**src/rtl/adder_share_sched.sv**
```systemverilog
// adder_share_sched
// Round-robin scheduler that lets NREQ requesters share one external 32-bit
// adder. A request (A, B, add/sub) is accepted in IDLE, its operands are
// presented to the adder for one EXEC cycle, and the captured sum and flags
// are returned to the granted requester in RESP until it accepts them.
//
// Ports:
//   clk, reset             rising-edge clock, synchronous active-high reset
//   req_valid/req_ready    per-requester request handshake (ready one-hot or 0)
//   req_a, req_b           flattened operands, requester k at [32k+31:32k]
//   req_sub                per-requester 1 = A-B, 0 = A+B
//   rsp_valid/rsp_ready    per-requester response handshake (valid one-hot or 0)
//   rsp_z/rsp_cout/rsp_ovf shared result bus, qualified by rsp_valid
//   busy                   high whenever the FSM is not in IDLE
//   add_a/add_b/add_cin    operands to the shared adder (b pre-inverted for sub)
//   add_z/add_cout         sum and carry from the shared adder
module adder_share_sched #(
    parameter int NREQ = 4,
    parameter int PTRW = 2
) (
    input  logic                 clk,
    input  logic                 reset,
    input  logic [NREQ-1:0]      req_valid,
    output logic [NREQ-1:0]      req_ready,
    input  logic [32*NREQ-1:0]   req_a,
    input  logic [32*NREQ-1:0]   req_b,
    input  logic [NREQ-1:0]      req_sub,
    output logic [NREQ-1:0]      rsp_valid,
    input  logic [NREQ-1:0]      rsp_ready,
    output logic [31:0]          rsp_z,
    output logic                 rsp_cout,
    output logic                 rsp_ovf,
    output logic                 busy,
    output logic [31:0]          add_a,
    output logic [31:0]          add_b,
    output logic                 add_cin,
    input  logic [31:0]          add_z,
    input  logic                 add_cout
);

    typedef enum logic [1:0] {IDLE, EXEC, RESP} state_t;

    state_t            state_q, state_d;
    logic [PTRW-1:0]   rr_ptr_q, rr_ptr_d;
    logic [PTRW-1:0]   grant_q, grant_d;
    logic [31:0]       op_a_q, op_a_d;
    logic [31:0]       op_b_q, op_b_d;
    logic              op_cin_q, op_cin_d;
    logic [31:0]       rsp_z_q, rsp_z_d;
    logic              rsp_cout_q, rsp_cout_d;
    logic              rsp_ovf_q, rsp_ovf_d;

    logic              sel_found;
    logic [PTRW-1:0]   sel_idx;
    logic [31:0]       sel_a;
    logic [31:0]       sel_b;
    logic              sel_sub;
    logic              grant_rsp_ready;
    int                arb_idx;

    // Circular search starting at rr_ptr; the first valid requester wins.
    // The selected requester's operands are muxed out with a constant-index
    // loop so no variable part-select is needed.
    always_comb begin
        sel_found = 1'b0;
        sel_idx   = '0;
        sel_a     = '0;
        sel_b     = '0;
        sel_sub   = 1'b0;
        arb_idx   = 0;
        for (int i = 0; i < NREQ; i++) begin
            arb_idx = int'(rr_ptr_q) + i;
            if (arb_idx >= NREQ) begin
                arb_idx = arb_idx - NREQ;
            end
            if (!sel_found && req_valid[arb_idx]) begin
                sel_found = 1'b1;
                sel_idx   = PTRW'(arb_idx);
            end
        end
        for (int k = 0; k < NREQ; k++) begin
            if (sel_idx == PTRW'(k)) begin
                sel_a   = req_a[32*k +: 32];
                sel_b   = req_b[32*k +: 32];
                sel_sub = req_sub[k];
            end
        end
    end

    // Response valid goes only to the granted requester, and only its
    // rsp_ready can complete the response.
    always_comb begin
        rsp_valid       = '0;
        grant_rsp_ready = 1'b0;
        for (int k = 0; k < NREQ; k++) begin
            if (grant_q == PTRW'(k)) begin
                grant_rsp_ready = rsp_ready[k];
                rsp_valid[k]    = (state_q == RESP);
            end
        end
    end

    always_comb begin
        state_d    = state_q;
        rr_ptr_d   = rr_ptr_q;
        grant_d    = grant_q;
        op_a_d     = op_a_q;
        op_b_d     = op_b_q;
        op_cin_d   = op_cin_q;
        rsp_z_d    = rsp_z_q;
        rsp_cout_d = rsp_cout_q;
        rsp_ovf_d  = rsp_ovf_q;
        req_ready  = '0;
        case (state_q)
            IDLE: begin
                if (sel_found) begin
                    for (int k = 0; k < NREQ; k++) begin
                        req_ready[k] = (sel_idx == PTRW'(k));
                    end
                    grant_d  = sel_idx;
                    op_a_d   = sel_a;
                    // Subtract is A + ~B + 1, the +1 entering as carry-in.
                    op_b_d   = sel_sub ? ~sel_b : sel_b;
                    op_cin_d = sel_sub;
                    state_d  = EXEC;
                end
            end
            EXEC: begin
                rsp_z_d    = add_z;
                rsp_cout_d = add_cout;
                // Overflow uses the already-inverted B, so one rule covers add and sub.
                rsp_ovf_d  = (op_a_q[31] == op_b_q[31]) && (add_z[31] != op_a_q[31]);
                state_d    = RESP;
            end
            RESP: begin
                if (grant_rsp_ready) begin
                    // Pointer moves past the requester just served, only on completion.
                    rr_ptr_d = (grant_q == PTRW'(NREQ-1)) ? '0 : grant_q + 1'b1;
                    state_d  = IDLE;
                end
            end
            default: begin
                state_d = IDLE;
            end
        endcase
    end

    always_ff @(posedge clk) begin
        if (reset) begin
            state_q    <= IDLE;
            rr_ptr_q   <= '0;
            grant_q    <= '0;
            op_a_q     <= '0;
            op_b_q     <= '0;
            op_cin_q   <= 1'b0;
            rsp_z_q    <= '0;
            rsp_cout_q <= 1'b0;
            rsp_ovf_q  <= 1'b0;
        end else begin
            state_q    <= state_d;
            rr_ptr_q   <= rr_ptr_d;
            grant_q    <= grant_d;
            op_a_q     <= op_a_d;
            op_b_q     <= op_b_d;
            op_cin_q   <= op_cin_d;
            rsp_z_q    <= rsp_z_d;
            rsp_cout_q <= rsp_cout_d;
            rsp_ovf_q  <= rsp_ovf_d;
        end
    end

    assign add_a    = op_a_q;
    assign add_b    = op_b_q;
    assign add_cin  = op_cin_q;
    assign rsp_z    = rsp_z_q;
    assign rsp_cout = rsp_cout_q;
    assign rsp_ovf  = rsp_ovf_q;
    assign busy     = (state_q != IDLE);

endmodule

```
**config.mk**
```make
export PLATFORM = sky130hd
export DESIGN_NAME = adder_share_sched
export DESIGN_NICKNAME = d
export VERILOG_FILES = /design/src/rtl/adder_share_sched.sv
export SDC_FILE = /design/constraint.sdc
export NUM_CORES = 1
export LEC_CHECK = 0
export CORE_AREA = 2 2 160 162
export CTS_CLUSTER_DIAMETER = 30
export DETAILED_ROUTE_END_ITERATION = 8
export DIE_AREA = 0 0 162 164
export GPL_TIMING_DRIVEN = 0
export PLACE_DENSITY = 0.62
export SKIP_LAST_GASP = 1
export SLEW_MARGIN = 30
export SYNTH_ARGS = -nofsm -noshare
export SYNTH_HDL_FRONTEND = slang
export SYNTH_SLANG_ARGS = --single-unit
```
**constraint.sdc**
```tcl
create_clock -name clk -period 2.86 [get_ports clk]
set_input_delay 0.572 -clock clk [delete_from_list [all_inputs] [get_ports clk]]
set_output_delay 0.572 -clock clk [all_outputs]
set_load 0.01 [all_outputs]
```
==> results.json <==
{
  "setup-tns-final_ns": 0,
  "p_leak_nw": 4.209,
  "maxSlewViolCount": 0,
  "fin_nets": 1532,
  "syn_inst": 809,
  "crit_top_cell": "buf_6",
  "overflow": 0,
  "syn_to_final_growth_pct": 76.14,
  "fin_ws_ns": 0.1201,
  "drc": 0,
  "gp_routability_congestion": 0.8834,
  "placed_cell_area_sq_um": 10850,
  "layout-drive-gt1-share_pct": 5.772,
  "wl_per_cell_microns": 19.35,
  "cts_sinks": 105,
  "grt_max_degree": 20,
  "rsz0062_at_grt": "no",
  "hold_viol": 0,
  "grt_pass1_wl_microns": 43840,
  "cts_root_buf": "clkbuf_16",
  "maxSlewHeadroom_pct": 48.53,
  "yosys-top-cells-area": "dfxtp_1 33%, nand2_1 9.2%, a21oi_1 5.6%, xnor2_1 3.8%, xor2_1 3.8%",
  "antenna_found_initial": 2,
  "finalPower_mw": 5.311,
  "path_buf_inv": 3,
  "final_cell_area_sq_um": 11240,
  "max_freq_mhz": 365.0,
  "synthArstFlopShare_pct": 0,
  "cp.arrival_ns": 2.17,
  "cts_htree_levels": 3,
  "die_area_sq_um": 26570,
  "setup_viol": 0,
  "worst_path_largest_cell_delay_ns": 0.47,
  "avgViaCountPerCell": 4.952,
  "netlist_area_sq_um": 6382,
  "die_x_microns": 162,
  "path_cells": "nor2b_2 > a211o_1 > and2_4 > buf_6 > buf_6 > nor3_4 > buf_2",
  "crit_required_ns": 2.29,
  "grt_pass1_vias": 7411,
  "syn_avg_cell_area_sq_um": 7.889,
  "post-place-ws_ns": -1.763,
  "cts_tree": "yes",
  "antenna_left": 0,
  "clk_latency_ns": 0.36,
  "hold_ws_ns": 0.4557,
  "synth_flop_cell": "dfxtp_1",
  "firstDrtPassIters": 8,
  "start_util_pct": 25.72,
  "worst_path_max_delay_cell": "dfxtp_1",
  "cts_made_buffers": 9,
  "core_sq_um": 24820,
  "fin_crit_sh_pct": 95.80,
  "setup.worst_path.end_class": "output pin",
  "synth_nets": 1116,
  "yosysTopAreaCell": "dfxtp_1",
  "ios": 411,
  "worst_slew_pin_slew_ns": 0.7721,
  "ys_seq_area_share_pct": 32.93,
  "grt.total_usage_pct": 21.59,
  "final.min_clock_period_ns": 2.740,
  "hold_path_class": "reg2reg",
  "synth-seq-cells": 105,
  "drtIter0Drc": 447,
  "critPathMaxFanout": 10,
  "maxCapViolCount": 0,
  "powerDensity_nw_per_um2": 472.4,
  "drt-total-wl_microns": 30210,
  "cpLargestDelayFamily": "simple AND/OR/NAND/NOR gates",
  "rows": 58,
  "cp-start-kind": "flip-flop",
  "ys_warn_count": 0,
  "fin_skew_ns": 0.008684,
  "outcome": "completed",
  "synth_top_area_share_pct": 32.93,
  "path_class": "reg2out",
  "postCtsHoldBufs": 0,
  "cts_max_path_buffers": 2,
  "io_buffers": 405,
  "vias": 7730,
  "ir_drop_mv": 0.3067,
  "post-dp-hpwl_microns": 24290,
  "path_clk_slew_ns": 0.08,
  "synth_edf_count": 0,
  "die_y_microns": 164,
  "ys_types": 51
}
-- state kept, by name, indices dropped and copies added (netlist names) --
name / cells
add_cin: 1
add_a: 32
rr_ptr_q: 2
add_b: 32
rsp_z: 32
state_q: 2
grant_q: 2
rsp_ovf: 1
rsp_cout: 1
-- routing by layer --
metal  GRT usage (%)  vias to the layer above  wire (microns)
met4           5.953                        0             476
met5               0                        -               0
li1                -                     3780               -
met1           27.08                     3617           12580
met3           4.268                       29            1964
met2           37.70                      304           15190
-- through the flow --
| stage | utilization (%) | std cells |
|---|---|---|
| finish | 45.30 | 1561 |
| global placement | 43.71 | 1544 |
| global route | 45.30 | 1561 |
| floorplan | - | 809 |
| detailed placement | 43.71 | 1544 |
| CTS | 45.27 | 1560 |
-- tightest hold or removal path, cell delays in order, from the launching register on --
cell and delay, ns:
dfxtp_1 0.31, nand2_1 0.05, a21oi_1 0.05
-- path summary, 6_finish.rpt --
kind	endpoint	cells past startpoint	start	slack (ns)
setup / recovery	req_ready[1]	7	rr_ptr_q[0]	0.12
hold / removal	rsp_z[30]	2	rsp_z[30]	0.46
setup reg to reg	add_a[26]	8	rr_ptr_q[0]	0.20
hold reg to reg	rsp_z[30]	2	rsp_z[30]	0.46
-- area by class of cell --
| class | instances | area, sq um |
|---|---|---|
| Fill cell | 2564 | 13580 |
| Timing Repair Buffer | 408 | 4040 |
| Multi-Input combinational cell | 617 | 3930 |
| Sequential cell | 105 | 2102 |
| Buffer | 79 | 422.9 |
| Tap cell | 330 | 412.9 |
| Clock buffer | 9 | 225.2 |
| Clock inverter | 7 | 87.58 |
| Inverter | 5 | 18.77 |
| Antenna cell | 1 | 2.502 |
-- synthesized netlist by cell type, drive strengths merged, types with 2 or more instances --
master	count
nand2	158
dfxtp	105
a21oi	71
clkbuf	61
nor2	46
o21ai	39
o211ai	28
xnor2	28
xor2	28
buf	21
a211oi	20
a222oi	20
mux2	20
nand3	20
or3	20
a221o	18
o211a	18
a311oi	16
a311o	12
o22ai	12
nor2b	7
and2	5
nand2b	5
ha	4
inv	4
nor3	4
nand3b	2
nor4	2
or2	2
-- cells in the final DEF (no fill, tap or decap), types with 4 or more instances in the layout --
cell / n
clkdlybuf4s50_1: 397
nand2_1: 157
dfxtp_1: 105
a21oi_1: 70
clkbuf_1: 55
nor2_1: 42
o21ai_0: 30
xor2_1: 28
xnor2_1: 28
o211ai_1: 28
or3_1: 20
a222oi_1: 20
a211oi_1: 20
nand3_1: 20
a221o_1: 18
o211a_1: 18
a311oi_1: 16
mux2_1: 16
o22ai_1: 12
a311o_1: 12
buf_6: 9
o21ai_1: 9
clkbuf_16: 9
buf_2: 7
buf_4: 6
nand2b_1: 5
clkbuf_2: 5
inv_1: 4
and2_1: 4
mux2_2: 4
ha_1: 4
-- where the power goes --
part           leakage, nW  total [mW]  internal [mW]  switching (mW)
clock network        0.146        1.34          0.698           0.640
logic                 3.20        2.19           1.15            1.04
registers            0.868        1.78           1.66           0.119
total                 4.21        5.31           3.51            1.80
-- repair_timing --
action | 4_1_cts | 5_1_grt
gates resized for setup | 52 | 15
buffers inserted | 3 | 0
cloned | 0 | 0
setup endpoints to repair | 55 | 23
pin swaps | 2 | 3
-- logic make-up after synthesis --
kind of cell | Yosys count | share of synthesized area [%]
adders and majority gates | 4 | 0.7842
AOI/OAI and AO/OA | 260 | 29.11
DFF | 105 | 32.93
and+or+nand+nor | 276 | 19.51
xor gates and xnor gates | 56 | 7.685
buffers and inverters | 87 | 6.293
muxes | 21 | 3.685
No activity file was read; power rests on OpenSTA's default activity.
